===== src/rtl/bp_be_cache_req_arbiter_pkg.sv =====
// Shared types and constants for the backend cache request arbiter.
package bp_be_cache_req_arbiter_pkg;

  typedef enum logic [1:0] {
    e_arb_idle,
    e_arb_meta,
    e_arb_wait
  } bp_be_cache_arb_state_e;

  localparam int unsigned bp_be_cache_arb_watchdog_width_gp = 16;
  localparam logic [15:0] bp_be_cache_arb_watchdog_max_gp   = 16'hFFFF;

  // Owner index width; never below one bit.
  function automatic int unsigned safe_clog2(input int unsigned n);
    return (n <= 1) ? 1 : $clog2(n);
  endfunction

endpackage


===== src/rtl/bp_be_rr_picker.sv =====
// Combinational round-robin picker: first set request at or after ptr_i,
// wrapping. The caller owns the pointer so it only advances on handshake.
module bp_be_rr_picker
  import bp_be_cache_req_arbiter_pkg::*;
#(
  parameter  int unsigned num_req_p     = 2,
  localparam int unsigned lg_num_req_lp = safe_clog2(num_req_p)
) (
  input  logic [num_req_p-1:0]     req_v_i,
  input  logic [lg_num_req_lp-1:0] ptr_i,
  output logic [num_req_p-1:0]     grant_o,
  output logic [lg_num_req_lp-1:0] idx_o
);

  int unsigned               k;
  logic [lg_num_req_lp-1:0]  kidx;
  logic                      found;

  always_comb begin
    grant_o = '0;
    idx_o   = '0;
    found   = 1'b0;
    k       = 0;
    kidx    = '0;
    for (int unsigned i = 0; i < num_req_p; i++) begin
      k    = (32'(ptr_i) + i) % num_req_p;
      kidx = lg_num_req_lp'(k);
      if (!found && req_v_i[kidx]) begin
        found         = 1'b1;
        grant_o[kidx] = 1'b1;
        idx_o         = kidx;
      end
    end
  end

endmodule


===== src/rtl/bp_be_cache_req_arbiter.sv =====
// Round-robin sharing of one D$ miss/uncached request channel toward the LCE.
// Optional watchdog: define BP_BE_CACHE_ARB_WATCHDOG_EN.
module bp_be_cache_req_arbiter
  import bp_be_cache_req_arbiter_pkg::*;
#(
  parameter  int unsigned num_req_p     = 2,
  parameter  int unsigned req_width_p   = 128,
  parameter  int unsigned meta_width_p  = 16,
  localparam int unsigned lg_num_req_lp = safe_clog2(num_req_p)
) (
  input  logic                              clk_i,
  input  logic                              reset_n_i,

  input  logic [num_req_p*req_width_p-1:0]  req_i,
  input  logic [num_req_p-1:0]              req_v_i,
  output logic [num_req_p-1:0]              req_ready_o,
  input  logic [num_req_p*meta_width_p-1:0] meta_i,
  input  logic [num_req_p-1:0]              meta_v_i,
  output logic [num_req_p-1:0]              critical_o,
  output logic [num_req_p-1:0]              complete_o,

  output logic [req_width_p-1:0]            cache_req_o,
  output logic                              cache_req_v_o,
  input  logic                              cache_req_ready_i,
  output logic [meta_width_p-1:0]           cache_req_metadata_o,
  output logic                              cache_req_metadata_v_o,
  input  logic                              cache_req_critical_i,
  input  logic                              cache_req_complete_i,

  output logic                              busy_o,
  output logic [lg_num_req_lp-1:0]          owner_o,
  output logic                              timeout_o
);

  bp_be_cache_arb_state_e    state_r;
  logic [lg_num_req_lp-1:0]  owner_r, rr_ptr_r, win_idx, rr_next;
  logic [num_req_p-1:0]      win_grant, owner_oh;
  logic [req_width_p-1:0]    req_arr  [num_req_p];
  logic [meta_width_p-1:0]   meta_arr [num_req_p];
  logic                      in_idle, in_meta, in_wait, handshake;

  for (genvar g = 0; g < num_req_p; g++) begin : g_slice
    assign req_arr[g]  = req_i[g*req_width_p +: req_width_p];
    assign meta_arr[g] = meta_i[g*meta_width_p +: meta_width_p];
  end

  bp_be_rr_picker #(.num_req_p(num_req_p)) picker (
    .req_v_i (req_v_i),
    .ptr_i   (rr_ptr_r),
    .grant_o (win_grant),
    .idx_o   (win_idx)
  );

  // Everything user-visible is squashed while reset is held.
  assign in_idle   = reset_n_i && (state_r == e_arb_idle);
  assign in_meta   = reset_n_i && (state_r == e_arb_meta);
  assign in_wait   = reset_n_i && (state_r == e_arb_wait);
  assign handshake = cache_req_v_o && cache_req_ready_i;
  assign rr_next   = (win_idx == lg_num_req_lp'(num_req_p - 1)) ? '0
                                                                 : win_idx + lg_num_req_lp'(1);

  always_comb begin
    owner_oh          = '0;
    owner_oh[owner_r] = 1'b1;
  end

  assign cache_req_v_o          = in_idle && (|req_v_i);
  assign cache_req_o            = req_arr[win_idx];
  assign req_ready_o            = in_idle ? (win_grant & {num_req_p{cache_req_ready_i}}) : '0;
  assign cache_req_metadata_v_o = in_meta && meta_v_i[owner_r];
  assign cache_req_metadata_o   = meta_arr[owner_r];
  assign critical_o             = ((in_meta || in_wait) && cache_req_critical_i) ? owner_oh : '0;
  assign complete_o             = ((in_meta || in_wait) && cache_req_complete_i) ? owner_oh : '0;
  assign busy_o                 = (state_r != e_arb_idle);
  assign owner_o                = owner_r;

  // Transaction FSM; pointer and owner move only on the request handshake.
  always_ff @(posedge clk_i) begin
    if (!reset_n_i) begin
      state_r  <= e_arb_idle;
      owner_r  <= '0;
      rr_ptr_r <= '0;
    end else begin
      unique case (state_r)
        e_arb_idle: if (handshake) begin
          owner_r  <= win_idx;
          rr_ptr_r <= rr_next;
          state_r  <= e_arb_meta;
        end
        e_arb_meta: begin
          if (cache_req_complete_i)      state_r <= e_arb_idle;
          else if (meta_v_i[owner_r])    state_r <= e_arb_wait;
        end
        e_arb_wait: if (cache_req_complete_i) state_r <= e_arb_idle;
        default: state_r <= e_arb_idle;
      endcase
    end
  end

`ifdef BP_BE_CACHE_ARB_WATCHDOG_EN
  logic [bp_be_cache_arb_watchdog_width_gp-1:0] wd_cnt_r;
  logic                                         timeout_r;

  // Saturating transaction age; timeout is sticky until reset.
  always_ff @(posedge clk_i) begin
    if (!reset_n_i) begin
      wd_cnt_r  <= '0;
      timeout_r <= 1'b0;
    end else begin
      if (handshake)
        wd_cnt_r <= '0;
      else if ((state_r != e_arb_idle) && (wd_cnt_r != bp_be_cache_arb_watchdog_max_gp))
        wd_cnt_r <= wd_cnt_r + 16'd1;
      if (wd_cnt_r == bp_be_cache_arb_watchdog_max_gp)
        timeout_r <= 1'b1;
    end
  end

  assign timeout_o = timeout_r;

`ifndef SYNTHESIS
  always_ff @(posedge clk_i) begin
    if (reset_n_i && !timeout_r && (wd_cnt_r == bp_be_cache_arb_watchdog_max_gp))
      $error("bp_be_cache_req_arbiter: watchdog timeout, owner %0d", owner_r);
  end
`endif
`else
  assign timeout_o = 1'b0;
`endif

endmodule


===== config.mk =====
export PLATFORM = sky130hd
export DESIGN_NAME = bp_be_cache_req_arbiter
export DESIGN_NICKNAME = d
export VERILOG_FILES = /design/src/rtl/bp_be_cache_req_arbiter_pkg.sv /design/src/rtl/bp_be_rr_picker.sv /design/src/rtl/bp_be_cache_req_arbiter.sv
export SDC_FILE = /design/constraint.sdc
export NUM_CORES = 1
export LEC_CHECK = 0
export BUFFER_PORTS_ARGS = -buffer_cell sky130_fd_sc_hd__buf_2
export CAP_MARGIN = 20
export CORE_AREA = 8 8 168 170
export DETAILED_ROUTE_END_ITERATION = 8
export DIE_AREA = 0 0 176 178
export SETUP_SLACK_MARGIN = 0.4
export SKIP_LAST_GASP = 1
export SLEW_MARGIN = 25
export SYNTH_ARGS = -nofsm -noshare
export SYNTH_HDL_FRONTEND = slang
export SYNTH_SLANG_ARGS = --single-unit

===== constraint.sdc =====
create_clock -name clk_i -period 2.2 [get_ports clk_i]
set_input_delay 0.22 -clock clk_i [delete_from_list [all_inputs] [get_ports clk_i]]
set_output_delay 0.22 -clock clk_i [all_outputs]
set_load 0.03 [all_outputs]

==> summary.txt <==
Worst setup path
  • CP startpoint kind: flip-flop
  • Crit-path max FO: 7
  • CP required: 1.98 ns
  • Reg2Reg Setup Slack: 0.82 ns
  • Reg2reg path depth: 3
  • Setup crit start: rr_ptr_r
  • Reg-to-reg endpoint: state_r[0]
  • RR Startpoint: owner_o
  • Worst Path Arrival: 1.68 ns
  • Crit Path Class: flip-flop to primary output
  • Worst Setup End Kind: primary output

STA
  • Unrepaired setup endpoints after global routing: true
  • Fin Setup TNS: 0 ns
  • Tmin final: 1.90 ns
  • Slew Limit Fails: 0
  • Final Hold Fails: 0
  • Setup skew after layout: 0.00217 ns
  • Achievable Freq: 0.527 GHz
  • Final Setup Violations: 0
  • Final period util: 86.2%

Power and ir drop
  • Power Density: 359 nW/um^2
  • Peak supply drop: 175 uV
  • Total power: 2270 uW
  • Static Leak: 0.00349 uW

Worst hold path
  • Hold Path Sink: state_r[1]
  • Hold Crit Start: cache_req_complete_i
  • Worst hold path class: input pin to flip-flop
  • Hold Crit Depth: 2

Finish
  • Area of the multi-input gates: 2130 sq um
  • Layout cell share with drive strength beyond 1: 95.9%
  • # fillers: 2701
  • Reg area: 81.3 sq um
  • Fin util: 24.8%
  • Area delta synth->final: 216%
  • Layout net count: 963

Die
  • DIE AREA: 31300 sq um
  • Chip height: 178 um
  • Row count: 59
  • I/O Pins: 452
  • Die width: 176 um
  • Initial Util: 7.83%
  • Core footprint: 25600 sq um

Route
  • Total wire length: 20400 um
  • Wire per inst: 20.3 um
  • Post-route ant nets: 0
  • Via count: 3607
  • DR iter-0 viols: 111
  • DRC Markers: 0
  • Via/cell ratio: 3.60
  • Detailed Routing Iterations Pass 1: 4

Placed design
  • PortBufs: 450
  • Post-DP HPWL: 15000 um
  • Routability cong.: 0.876

Synthesis
  • Mapped Cells: 195
  • Synth warn: 0
  • Post-synth top area share: 80.8%
  • Syn avg cell area: 10.3 sq um
  • Seq cells post-synth: 4
  • Net count of the mapped netlist: 492
  • Yosys cell types: 25
  • Synthesized area: 2010 sq um
  • Async SR Flop Fraction: 0%
  • Biggest area consumer among synthesized cells: mux2_2
  • Synth top area cells: mux2_2, buf_4, dfxtp_1, and3_1, a21oi_1
  • Most frequent cells after synthesis: mux2_2, buf_4, dfxtp_1, nor2_1
  • EDFF count, synth: 0
  • Most common cell in the netlist: mux2_2
  • Top FF cell, synth: dfxtp_1
  • Register area share after synthesis: 3.99%

Clock network
  • Worst skew pair latency: 0.22 ns
  • Clk buf depth: 2
  • # H-tree levels: 1
  • CTS tree: built
  • # hold bufs at CTS: 0
  • Total CTS buffers: 3
  • Root buf cell: clkbuf_16
  • CTS sink count: 4
  • Clk slew on worst S/H paths: 0.03 ns

GRT
  • First-pass GRT wire length: 24000 um
  • GRT Resource Usage Total: 10.0%
  • Grt total ovfl: 0
  • Largest net degree at the start of global routing: 34
  • Antenna violations before repair: 4
  • Vias in the first global route: 3960

Run status
  • Status: finished, final reports clean

Run
  • Max Cap Viol: 0
==> layout make-up <==
cell class,instances,area share [%]
inverter,1,0.0592
timing repair buffer,483,57.1
tap,335,6.61
clock buffer,3,1.18
multi-input combinational,173,33.6
sequential,4,1.28
antenna,3,0.118
==> metrics by stage <==
step	cell area, sq um	hold WS (ns)	setup WS [ns]	cells
after floorplan	2010	0.298	0.541	195
after global placement	4620	0.473	0.383	967
after detailed placement	4620	0.468	0.353	967
after CTS	5270	0.267	0.267	987
after global routing	6340	0.277	0.260	1000
final	6340	0.264	0.303	1002
==> report_power, final <==
part	internal [uW]	switching (uW)	total (uW)
combinational	976	937	1910
sequential	76.6	3.37	79.9
clock	232	48.7	281
total	1280	989	2270
==> routing by layer <==
layer | wire length [um] | vias up | global-route usage [%]
met5 | 13 | - | 0
met3 | 1870 | 16 | 2.96
met2 | 10900 | 268 | 19.4
met1 | 7240 | 1640 | 10.6
li1 | - | 1681 | -
met4 | 345 | 2 | 1.48
==> cell usage in the layout, fill, tap and decap left out, types with 2 or more instances in the layout <==
master       n
dfxtp_1      3
buf_2      337
a21oi_1      3
diode_2      3
buf_16       9
buf_12       8
buf_6      114
clkbuf_16   10
buf_4        6
mux2_4      82
nand3_1      2
mux2_2      63
nor2_1       4
and3_1       3
==> worst max-delay path by stage <==
stage               slack [ns]          endpoint  cells past startpoint
finish                    0.30   cache_req_o[64]                      7
global route              0.26   cache_req_o[34]                      7
CTS                       0.27   cache_req_o[67]                      6
detailed placement        0.35   cache_req_o[67]                      5
global placement          0.38  cache_req_o[109]                      5
floorplan                 0.54     cache_req_v_o                      2
==> state kept, by name, indices dropped and copies added, names as in the netlist <==
name / cells
owner_o: 1
rr_ptr_r: 1
state_r: 2
==> worst max-delay path: stages (launching register included) <==
cell and delay, ns:
dfxtp_2 0.31, nand2b_4 0.16, nand2_8 0.11, buf_12 0.14, buf_12 0.10, buf_16 0.12, mux2_2 0.36, buf_6 0.15
==> cells by family after synthesis <==
logic type	after synthesis	share of synthesized area, %
mux	145	81.6
other cells	1	0.187
buf+inv	18	5.99
simple gates	19	5.55
flops	4	3.99
compound gates	7	2.25
xor+xnor	1	0.437
==> timing repair <==
item                                    in CTS  in global routing
gates resized for setup                     76                317
endpoints found under the hold margin        0                  0
setup buffers                               10                  3
pin swaps                                    1                  0
endpoints found under the setup margin     123                127
cloned                                       7                  9
Power figures use the tool's default switching activity.
